File: src/rtl/ws2812_frame_tx_if.sv
// Request and colour-ROM read bus of the WS2812 frame transmitter.
// master = transmitter side, slave = requester / ROM side.
interface ws2812_frame_tx_if #(
  parameter int ADDR_LINES = 8
);
  logic                  i_start;
  logic [ADDR_LINES-1:0] i_base_addr;
  logic [ADDR_LINES-1:0] o_rom_addr;
  logic                  o_rom_ren;
  logic [23:0]           i_rom_data;

  modport master (
    input  i_start,
    input  i_base_addr,
    input  i_rom_data,
    output o_rom_addr,
    output o_rom_ren
  );

  modport slave (
    output i_start,
    output i_base_addr,
    output i_rom_data,
    input  o_rom_addr,
    input  o_rom_ren
  );
endinterface

File: src/rtl/ws2812_frame_tx.sv
// Reads NUM_LEDS colour words from a 1-cycle-latency ROM and serialises them as a WS2812 stream.
// Build macro WS_GRB_ORDER_EN: ROM words {R,G,B} are sent in {G,R,B} order.
module ws2812_frame_tx #(
  parameter int NUM_LEDS   = 16,
  parameter int ADDR_LINES = 8,
  parameter int T_BIT      = 62,
  parameter int T0H        = 20,
  parameter int T1H        = 40,
  parameter int T_RESET    = 2500
) (
  input  logic               i_clk,
  input  logic               i_rst,
  ws2812_frame_tx_if.master  bus,
  output logic               o_dout,
  output logic               o_busy,
  output logic               o_done
);

  localparam int CNT_MAX = (T_BIT > T_RESET) ? T_BIT : T_RESET;
  localparam int CNT_W   = $clog2(CNT_MAX);
  localparam int LED_W   = ADDR_LINES + 1;

  localparam logic [CNT_W-1:0] BIT_LAST = CNT_W'(T_BIT - 1);
  localparam logic [CNT_W-1:0] RST_LAST = CNT_W'(T_RESET - 1);
  localparam logic [CNT_W-1:0] T0H_C    = CNT_W'(T0H);
  localparam logic [CNT_W-1:0] T1H_C    = CNT_W'(T1H);
  localparam logic [LED_W-1:0] LAST_LED = LED_W'(NUM_LEDS - 1);

  typedef enum logic [2:0] {S_IDLE, S_FETCH, S_LOAD, S_SEND, S_LATCH} state_t;

  state_t                state_q, state_d;
  logic [CNT_W-1:0]      cnt_q, cnt_d;
  logic [4:0]            bit_q, bit_d;
  logic [LED_W-1:0]      led_q, led_d;
  logic [ADDR_LINES-1:0] base_q, base_d;
  logic [23:0]           shreg_q, shreg_d;
  logic [23:0]           nxt_q, nxt_d;
  logic                  done_en_q, done_en_d;
  logic                  dout_q, dout_d;
  logic                  ren_q, ren_d;
  logic [ADDR_LINES-1:0] addr_q, addr_d;
  logic                  done_q, done_d;
  logic                  busy_q, busy_d;

  function automatic logic [23:0] wire_order(input logic [23:0] w);
`ifdef WS_GRB_ORDER_EN
    return {w[15:8], w[23:16], w[7:0]};
`else
    return w;
`endif
  endfunction

  always_ff @(posedge i_clk) begin
    if (i_rst) begin
      state_q   <= S_LATCH;
      cnt_q     <= '0;
      done_en_q <= 1'b0;
      dout_q    <= 1'b0;
      ren_q     <= 1'b0;
      addr_q    <= '0;
      done_q    <= 1'b0;
      busy_q    <= 1'b1;
    end else begin
      state_q   <= state_d;
      cnt_q     <= cnt_d;
      done_en_q <= done_en_d;
      dout_q    <= dout_d;
      ren_q     <= ren_d;
      addr_q    <= addr_d;
      done_q    <= done_d;
      busy_q    <= busy_d;
    end
  end

  always_ff @(posedge i_clk) begin
    bit_q   <= bit_d;
    led_q   <= led_d;
    base_q  <= base_d;
    shreg_q <= shreg_d;
    nxt_q   <= nxt_d;
  end

  always_comb begin
    state_d   = state_q;
    cnt_d     = cnt_q;
    bit_d     = bit_q;
    led_d     = led_q;
    base_d    = base_q;
    shreg_d   = shreg_q;
    nxt_d     = nxt_q;
    done_en_d = done_en_q;
    done_d    = 1'b0;
    case (state_q)
      S_IDLE: begin
        cnt_d = '0;
        if (bus.i_start) begin
          base_d    = bus.i_base_addr;
          led_d     = '0;
          done_en_d = 1'b1;
          state_d   = S_FETCH;
        end
      end
      S_FETCH: state_d = S_LOAD;
      S_LOAD: begin
        shreg_d = wire_order(bus.i_rom_data);
        bit_d   = 5'd23;
        cnt_d   = '0;
        state_d = S_SEND;
      end
      S_SEND: begin
        // Prefetched word for the next LED arrives one cycle after its read pulse.
        if (bit_q == 5'd0 && cnt_q == CNT_W'(1)) nxt_d = bus.i_rom_data;
        if (cnt_q == BIT_LAST) begin
          cnt_d = '0;
          if (bit_q != 5'd0) begin
            bit_d   = bit_q - 5'd1;
            shreg_d = {shreg_q[22:0], 1'b0};
          end else if (led_q == LAST_LED) begin
            state_d = S_LATCH;
          end else begin
            led_d   = led_q + LED_W'(1);
            bit_d   = 5'd23;
            shreg_d = wire_order(nxt_q);
          end
        end else begin
          cnt_d = cnt_q + CNT_W'(1);
        end
      end
      S_LATCH: begin
        if (cnt_q == RST_LAST) begin
          cnt_d     = '0;
          state_d   = S_IDLE;
          done_d    = done_en_q;
          done_en_d = 1'b0;
        end else begin
          cnt_d = cnt_q + CNT_W'(1);
        end
      end
      default: state_d = S_IDLE;
    endcase

    // Outputs are registered, so they are derived from the next-state values.
    ren_d  = 1'b0;
    addr_d = addr_q;
    if (state_d == S_FETCH) begin
      ren_d  = 1'b1;
      addr_d = base_d + led_d[ADDR_LINES-1:0];
    end else if (state_d == S_SEND && cnt_d == '0 && bit_d == 5'd0 && led_d != LAST_LED) begin
      ren_d  = 1'b1;
      addr_d = base_d + led_d[ADDR_LINES-1:0] + 1'b1;
    end
    dout_d = (state_d == S_SEND) && (cnt_d < (shreg_d[23] ? T1H_C : T0H_C));
    busy_d = (state_d != S_IDLE);
  end

  assign bus.o_rom_ren  = ren_q;
  assign bus.o_rom_addr = addr_q;
  assign o_dout         = dout_q;
  assign o_busy         = busy_q;
  assign o_done         = done_q;

endmodule

File: src/flat_wrapper.sv
// flat-port wrapper written by rule: the top's interface ports become plain ports
module ws2812_frame_tx_flat 
#(
  parameter int NUM_LEDS   = 16,
  parameter int ADDR_LINES = 8,
  parameter int T_BIT      = 62,
  parameter int T0H        = 20,
  parameter int T1H        = 40,
  parameter int T_RESET    = 2500
)
  (i_clk, i_rst, o_dout, o_busy, o_done, bus_i_start, bus_i_base_addr, bus_i_rom_data, bus_o_rom_addr, bus_o_rom_ren);
  ws2812_frame_tx_if #(.ADDR_LINES(ADDR_LINES)) bus_i ();
  input  logic i_clk;
  input  logic i_rst;
  output logic o_dout;
  output logic o_busy;
  output logic o_done;
  input wire logic [$bits(bus_i.i_start)-1:0] bus_i_start;
  input wire logic [$bits(bus_i.i_base_addr)-1:0] bus_i_base_addr;
  input wire logic [$bits(bus_i.i_rom_data)-1:0] bus_i_rom_data;
  output wire logic [$bits(bus_i.o_rom_addr)-1:0] bus_o_rom_addr;
  output wire logic [$bits(bus_i.o_rom_ren)-1:0] bus_o_rom_ren;
  assign bus_i.i_start = bus_i_start;
  assign bus_i.i_base_addr = bus_i_base_addr;
  assign bus_i.i_rom_data = bus_i_rom_data;
  assign bus_o_rom_addr = bus_i.o_rom_addr;
  assign bus_o_rom_ren = bus_i.o_rom_ren;
  ws2812_frame_tx #(.NUM_LEDS(NUM_LEDS), .ADDR_LINES(ADDR_LINES), .T_BIT(T_BIT), .T0H(T0H), .T1H(T1H), .T_RESET(T_RESET)) u_core (.i_clk(i_clk), .i_rst(i_rst), .bus(bus_i), .o_dout(o_dout), .o_busy(o_busy), .o_done(o_done));
endmodule
File: config.mk
export PLATFORM = sky130hd
export DESIGN_NAME = ws2812_frame_tx_flat
export DESIGN_NICKNAME = d
export VERILOG_FILES = /design/src/rtl/ws2812_frame_tx_if.sv /design/src/rtl/ws2812_frame_tx.sv /design/src/flat_wrapper.sv
export SDC_FILE = /design/constraint.sdc
export NUM_CORES = 1
export LEC_CHECK = 0
export BUFFER_PORTS_ARGS = -buffer_cell sky130_fd_sc_hd__buf_2
export CAP_MARGIN = 10
export CORE_ASPECT_RATIO = 0.9
export CORE_UTILIZATION = 60
export CTS_CLUSTER_SIZE = 20
export DETAILED_ROUTE_END_ITERATION = 7
export PLACE_DENSITY = 0.8
export SLEW_MARGIN = 20
export SYNTH_ARGS = -nofsm -noshare
export SYNTH_HDL_FRONTEND = slang
export SYNTH_SLANG_ARGS = --single-unit
File: constraint.sdc
create_clock -name i_clk -period 6.12 [get_ports i_clk]
set_clock_uncertainty 0.2 [all_clocks]
set_input_delay 0.918 -clock i_clk [delete_from_list [all_inputs] [get_ports i_clk]]
set_output_delay 0.918 -clock i_clk [all_outputs]
set_load 0.03 [all_outputs]
Word level (Yosys, flattened, before mapping)

Index checks and enable logic that the tools add are counted.

Add/subtract/negate cells: 5
Magnitude comparators: 1
Equal/unequal tests: 15
Mux-type cells: 32
Bitwise logic cells: 2
Reduce and logical (&&, ||, !) cells: 19

Operators by type and width:

| kind                                                  | count |
|---|---|
| two-way mux 24 bit                                    | 3 |
| case mux 24 bit (2 select lines)                      | 1 |
| two-way mux 9 bit                                     | 4 |
| case mux 12 bit (3 select lines)                      | 1 |
| two-way mux 8 bit                                     | 4 |
| two-way mux 12 bit                                    | 2 |
| case mux 9 bit (2 select lines)                       | 1 |
| two-way mux 3 bit                                     | 5 |
| two-way mux 5 bit                                     | 3 |
| case mux 3 bit (5 select lines)                       | 1 |
| adder 12 x 1 -> 12 bit, second input constant         | 1 |
| == test 12 x 1 -> 1 bit, second input constant        | 1 |
| == test 12 bit, second input constant                 | 1 |
| == test 12 x 6 -> 1 bit, second input constant        | 1 |
| zero test 12 bit                                      | 1 |
| < comparator 12 bit                                   | 1 |
| zero test 5 bit                                       | 2 |
| case mux 5 bit (2 select lines)                       | 1 |
| adder 9 x 1 -> 9 bit, second input constant           | 1 |
| == test 3 x 2 -> 1 bit, second input constant         | 3 |
| == test 9 x 4 -> 1 bit, second input constant         | 1 |
| inequality test 9 x 4 -> 1 bit, second input constant | 1 |
| adder 8 x 1 -> 8 bit, second input constant           | 1 |
| adder 8 bit                                           | 1 |
| 19 further kinds                                      | 32 |

Bits in registers: 98
Logic and storage cells: 88

Longest topological paths before layout

Word-level depth: 11
Depth in mapped cells: 19

Worst setup path before layout

Ideal clock, no wire load.

Path type: input-to-reg
Start point: in bus_i_start
End point: reg u_core.addr_q[7], in the netlist u_core.bus.o_rom_addr[7]
Library setup time: 0.123 ns
Arrival time: 4.501 ns
Required time: 5.797 ns
Slack: 1.296 ns
Cell stages on the path: 13
Cell sequence: nor4b_1 -> clkbuf_1 -> mux2i_1 -> inv_1 -> ha_1 -> a21o_1 -> a2111o_1 -> a221oi_1 -> nand4_1 -> nor3_1 -> xnor3_1 -> nor2_1 -> mux2_1

Elaborated cells on any way between the ends: 17
Those cells by class: add/sub (2); eq/ne (3); mux (8); reduce/logical (4)

RTL lines:

| element              | RTL line                                       | RTL |
|---|---|---|
| from (decl)          | flat_wrapper.sv:18                             | `input wire logic [$bits(bus_i.i_start)-1:0] bus_i_start;` |
| two-way mux 8 bit *  | ws2812_frame_tx.sv:96                          | `if (bus.i_start) begin` |
| two-way mux 8 bit *  | ws2812_frame_tx.sv:93                          | `case (state_q)` |
| net u_core.base_d[1] | ws2812_frame_tx.sv:35                          | `logic [ADDR_LINES-1:0] base_q, base_d;` |
| adder 8 bit *        | ws2812_frame_tx.sv:147, ws2812_frame_tx.sv:150 |  |
| adder 8 x 1 -> 8 bit | ws2812_frame_tx.sv:150                         | `addr_d = base_d + led_d[ADDR_LINES-1:0] + 1'b1;` |
| two-way mux 8 bit    | ws2812_frame_tx.sv:148                         | `end else if (state_d == S_SEND && cnt_d == '0 && bit_d == 5'd0 && led_d != LAST_LED) begin` |
| two-way mux 8 bit *  | ws2812_frame_tx.sv:145                         | `if (state_d == S_FETCH) begin` |
| to (signal assigned) | ws2812_frame_tx.sv:69                          | `addr_q <= addr_d;` |
| to (decl)            | ws2812_frame_tx.sv:41                          | `logic [ADDR_LINES-1:0] addr_q, addr_d;` |

Mark *: on every way through the listed nets, which the timed path passes. The rest lies on a longest branch. The select of a mux whose other input is x is not followed.
A chain may end at the register's enable or synchronous reset.

Final worst setup path

Start point: reg u_core.cnt_q[0]
End point: reg u_core.addr_q[7], in the netlist u_core.bus.o_rom_addr[7]

Elaborated cells on any way between the ends: 26
Those cells by class: add/sub (3); eq/ne (5); mux (12); reduce/logical (6)

RTL lines:

| element                           | RTL line                                       | RTL |
|---|---|---|
| from (decl)                       | ws2812_frame_tx.sv:32                          | `logic [CNT_W-1:0] cnt_q, cnt_d;` |
| from (signal assigned)            | ws2812_frame_tx.sv:65                          | `cnt_q <= cnt_d;` |
| == test 12 x 6 -> 1 bit *         | ws2812_frame_tx.sv:113                         | `if (cnt_q == BIT_LAST) begin` |
| two-way mux 9 bit *               | ws2812_frame_tx.sv:113                         |  |
| case mux 9 bit (2 select lines) * | ws2812_frame_tx.sv:93                          |  |
| net u_core.led_d[2]               | ws2812_frame_tx.sv:34                          | `logic [LED_W-1:0] led_q, led_d;` |
| adder 8 bit                       | ws2812_frame_tx.sv:147, ws2812_frame_tx.sv:150 |  |
| adder 8 x 1 -> 8 bit              | ws2812_frame_tx.sv:150                         |  |
| two-way mux 8 bit                 | ws2812_frame_tx.sv:148                         |  |
| two-way mux 8 bit                 | ws2812_frame_tx.sv:145                         |  |

Marks and branches as above.

==> metrics.log <==
[metrics] register area share after synthesis: 47.2%
[metrics] detail-routed via count per cell: 6.16
[metrics] Yosys warning count: 0
[metrics] estimated wirelength of the detail-placed design: 8130 um
[metrics] origin of the worst min-delay path: u_core.base_q[4]
[metrics] cell area after synthesis: 5150 um2
[metrics] fraction of power consumed by sequential logic: 51.5%
[metrics] initial DRC count: 323
[metrics] routed length per instance: 17.0 um
[metrics] worst relative slew slack: 50.2%
[metrics] startpoint type of the worst setup path: flop
[metrics] pin slew with the least headroom to its limit: 0.728 ns
[metrics] core area: 8180 um2
[metrics] achievable frequency: 208 MHz
[metrics] post-synth net total: 591
[metrics] nets@finish: 625
[metrics] most common cell after layout, fill and taps aside: sky130_fd_sc_hd__nand2_1
[metrics] synthesized netlist cell count: 539
[metrics] kind of cell with the highest combined delay on the critical path: simple AND/OR/NAND/NOR gates
[metrics] root buffer cell: sky130_fd_sc_hd__clkbuf_8
[metrics] post-synthesis cell type count: 67
[metrics] count of H-tree levels built during CTS: 3
[metrics] setup repair after global routing missed its margin: false
[metrics] net switching power: 369 uW
[metrics] total overflow reported by the global router: 0
[metrics] Num CTS Buffers: 9
[metrics] simple-gate area share of the yosys netlist: 22.6%
[metrics] source-to-sink clock delay at the later pin of the worst-skew pair: 0.38 ns
[metrics] Critical Path Fanout Max: 11
[metrics] cell-internal power: 1030 uW
[metrics] share of layout cells above drive strength 1: 15.7%
[metrics] Die W: 99.7 um
[metrics] status: finished clean
[metrics] input/output buffers: 46
[metrics] number of vias after detailed routing: 4271
[metrics] Switching Share: 26.4%
[metrics] drt total wl: 11800 um
[metrics] buffer depth of the longest clock path: 2
[metrics] post-placement cell area: 5460 um2
[metrics] io pins: 47
[metrics] worst r2r src: u_core.cnt_q[0]
[metrics] power density normalized to cell area: 245 nW/um2
[metrics] largest family of logic cells by synthesized area: simple AND/OR/NAND/NOR gates
[metrics] number of enable-type register cells in the synthesized netlist: 47
[metrics] worst path buffer plus inverter count: 0
[metrics] largest net degree at the start of global routing: 25
[metrics] global placement routability congestion: 0.915
[metrics] slowest stage cell on the critical path: sky130_fd_sc_hd__nor4b_2
[metrics] per-instance average area after synthesis: 9.56 um2
[metrics] Setup crit end kind: flop
[metrics] reg-to-reg slack, setup: 1.32 ns
[metrics] post-CTS resize count: 0
[metrics] clock group share of total power: 34.5%
[metrics] R2R Path End: u_core.bus.o_rom_addr[7]
[metrics] ant diodes: 0
[metrics] end point of the worst hold path: u_core.base_q[4]
[metrics] via count of the first global-routing pass: 4019
[metrics] number of clock sinks: 98
[metrics] worst endpoint data arrival time: 4.88 ns
[metrics] CTS tree: built
[metrics] worst-case reg-to-reg path depth: 14
[metrics] worst vdd rail ir drop: 0.000220 V
[metrics] number of hold-slack violations in the final timing report: 0
[metrics] crit path time final: 4.80 ns
[metrics] number of hold buffers added after cts: 0
[metrics] sum of negative setup slack: 0 ns
[metrics] row count: 31
[metrics] arithmetic-cell share of the synthesized area counting full adders, half adders and majority gates: 4.27%
[metrics] portion of total power attributed to combinational logic: 14.0%
[metrics] category of the most critical setup path: flop to flop
[metrics] antenna violations before repair: 0
[metrics] leakage: 0.00222 uW
[metrics] setup violation total in the final timing report: 0
[metrics] Required @ worst endpoint: 6.20 ns
[metrics] remaining routing DRC violations: 0
[metrics] fin crit share: 78.5%
[metrics] primary flip-flop cell chosen by synthesis mapping: sky130_fd_sc_hd__dfxtp_1
[metrics] buffer count from post-CTS setup fixing: 0
[metrics] Post-Layout Inst Area: 5690 um2
[metrics] mux cell area share after synthesis: 2.45%
[metrics] number of stages on the worst hold path: 2
[metrics] post-synthesis share of cell area spent on xor and xnor gates: 4.01%
[metrics] worst-path cell chain: ha_1 -> nor4b_2 -> nand3_1 -> o311ai_0 -> o21ai_0 -> ha_1 -> and2_1 -> a2111o_1 -> a221oi_1 -> nand4_1 -> nor3_1 -> xnor3_1 -> nor2_1 -> mux2_1
[metrics] commonest cells after routing, fill and taps aside: sky130_fd_sc_hd__nand2_1 (91), sky130_fd_sc_hd__dfxtp_1 (51), sky130_fd_sc_hd__edfxtp_1 (47)
[metrics] Most Frequent Cell on Critical Path: sky130_fd_sc_hd__ha_1
[metrics] die area: 8960 um2
[metrics] Worst-path clk slew: 0.11 ns
[metrics] synthesized flop and latch total: 98
[metrics] number of detailed-route iterations in the first pass: 6
[metrics] max-cap violation count: 0
[metrics] count of fill cells added during filler insertion: 628
[metrics] critical path's largest stage delay: 0.59 ns
[metrics] type of the most critical hold path: flop to flop
[metrics] Synth async-reset ratio: 0%
[metrics] complex-gate fraction of the synthesized area: 15.3%
[metrics] area delta synth->final: 10.5%
[metrics] max-slew violation total from the final report: 0
[metrics] effective utilization at floorplan: 63.0%
[metrics] die span in y: 89.9 um
[metrics] antenna violation net count after detailed routing: 0
[metrics] GRT Overall Usage: 27.8%
[metrics] wire length of the first global-routing pass: 19600 um
-- Yosys cell counts (all sizes together), types with 3 or more instances --
| cell type | number | area [um2] |
|---|---|---|
| a22o | 3 | 26.3 |
| a21o | 7 | 52.6 |
| a31oi | 7 | 43.8 |
| and3 | 8 | 50.1 |
| a21oi | 17 | 96.4 |
| nor2 | 33 | 131 |
| nor2b | 4 | 25.0 |
| edfxtp | 47 | 1410 |
| mux2 | 5 | 56.3 |
| nor3 | 12 | 71.3 |
| nor4 | 8 | 56.3 |
| mux2i | 7 | 70.1 |
| buf | 7 | 50.0 |
| a211oi | 11 | 82.6 |
| a22oi | 23 | 173 |
| nand2 | 91 | 342 |
| o311ai | 3 | 26.3 |
| o21ai | 14 | 70.1 |
| dfxtp | 51 | 1020 |
| nand4 | 17 | 106 |
| nor3b | 4 | 30.0 |
| and2 | 5 | 31.3 |
| nor4b | 4 | 41.3 |
| or2 | 5 | 31.3 |
| nand3b | 3 | 22.5 |
| nand2b | 3 | 18.8 |
| ha | 16 | 200 |
| clkbuf | 24 | 90.1 |
| inv | 21 | 78.8 |
| xor2 | 7 | 61.3 |
| xnor2 | 14 | 123 |
| a221o | 3 | 30.0 |
| nand3 | 20 | 100 |
-- area by class of cell --
type	instances	area, um2	share of cell area, %
clock buffers	9	124	2.18
clock inverters	7	110	1.93
inverters	21	78.8	1.38
multi-input cells	389	2510	44.2
flip-flops and latches	98	2430	42.7
well taps	115	144	2.53
repair buffers	54	290	5.10
-- worst max-delay path by stage --
stage,start,endpoint,cells after the start
after global routing,u_core.cnt_q[0],u_core.bus.o_rom_addr[7],14
final,u_core.cnt_q[0],u_core.bus.o_rom_addr[7],14
after floorplan,bus_i_start,u_core.bus.o_rom_addr[7],13
after CTS,u_core.cnt_q[0],u_core.bus.o_rom_addr[7],14
after global placement,u_core.cnt_q[0],u_core.bus.o_rom_addr[7],16
after detailed placement,u_core.cnt_q[0],u_core.bus.o_rom_addr[7],16
-- state kept, by name (all words and copies together) (netlist names) --
signal	count
u_core.o_busy	1
u_core.o_dout	1
u_core.led_q	9
u_core.o_done	1
u_core.bus.o_rom_ren	1
u_core.bus.o_rom_addr	8
u_core.state_q	3
u_core.shreg_q	24
u_core.nxt_q	24
u_core.base_q	8
u_core.done_en_q	1
u_core.cnt_q	12
u_core.bit_q	5
-- layer usage --
metal	part of all wire, %	track usage, %	wire length, um	up-vias
met1	43	38.2	5020	2020
li1	-	-	-	2042
met4	2.3	9.31	269	0
met5	0	0	0	-
met2	48	43.9	5660	175
met3	7.2	5.52	848	34
-- cells by family after synthesis --
| family | after synthesis |
|---|---|
| AOI/OAI and AO/OA | 110 |
| DFF | 98 |
| xor gates and xnor gates | 22 |
| buffers and inverters | 52 |
| adders and majority gates | 17 |
| muxes | 12 |
| and+or+nand+nor | 228 |
-- power groups by stage --
stage	Clock [uW]	Sequential (uW)	Combinational, uW
6_report	481	719	196
5_1_grt	514	722	217
4_1_cts	487	719	194
2_1_floorplan	0	726	150
3_3_place_gp	0	732	185
3_5_place_dp	0	734	189
-- stage by stage --
stage / setup slack [ns] / instances / total power, uW / hold slack, ns / utilization, %
finish: 1.32 / 693 / 1400 / 0.269 / 69.6
detailed placement: 1.47 / 677 / 923 / 0.249 / 66.7
floorplan: 1.30 / 539 / 877 / 0.224 / -
CTS: 1.40 / 693 / 1400 / 0.273 / 69.6
global placement: 1.64 / 677 / 917 / 0.238 / 66.7
global route: 1.06 / 693 / 1450 / 0.299 / 69.6
-- worst register-to-register path, delay by kind of cell, from the launching register on --
| family | cells | cell delay (ns) |
|---|---|---|
| adder cells (fa/ha/maj) | 2 | 0.62 |
| AND/OR/NAND/NOR | 6 | 1.47 |
| AO/OA/AOI/OAI | 4 | 1.42 |
| XOR/XNOR | 1 | 0.16 |
| flip-flops | 1 | 0.56 |
| multiplexers | 1 | 0.29 |
No activity file was read; power rests on OpenSTA's default activity.
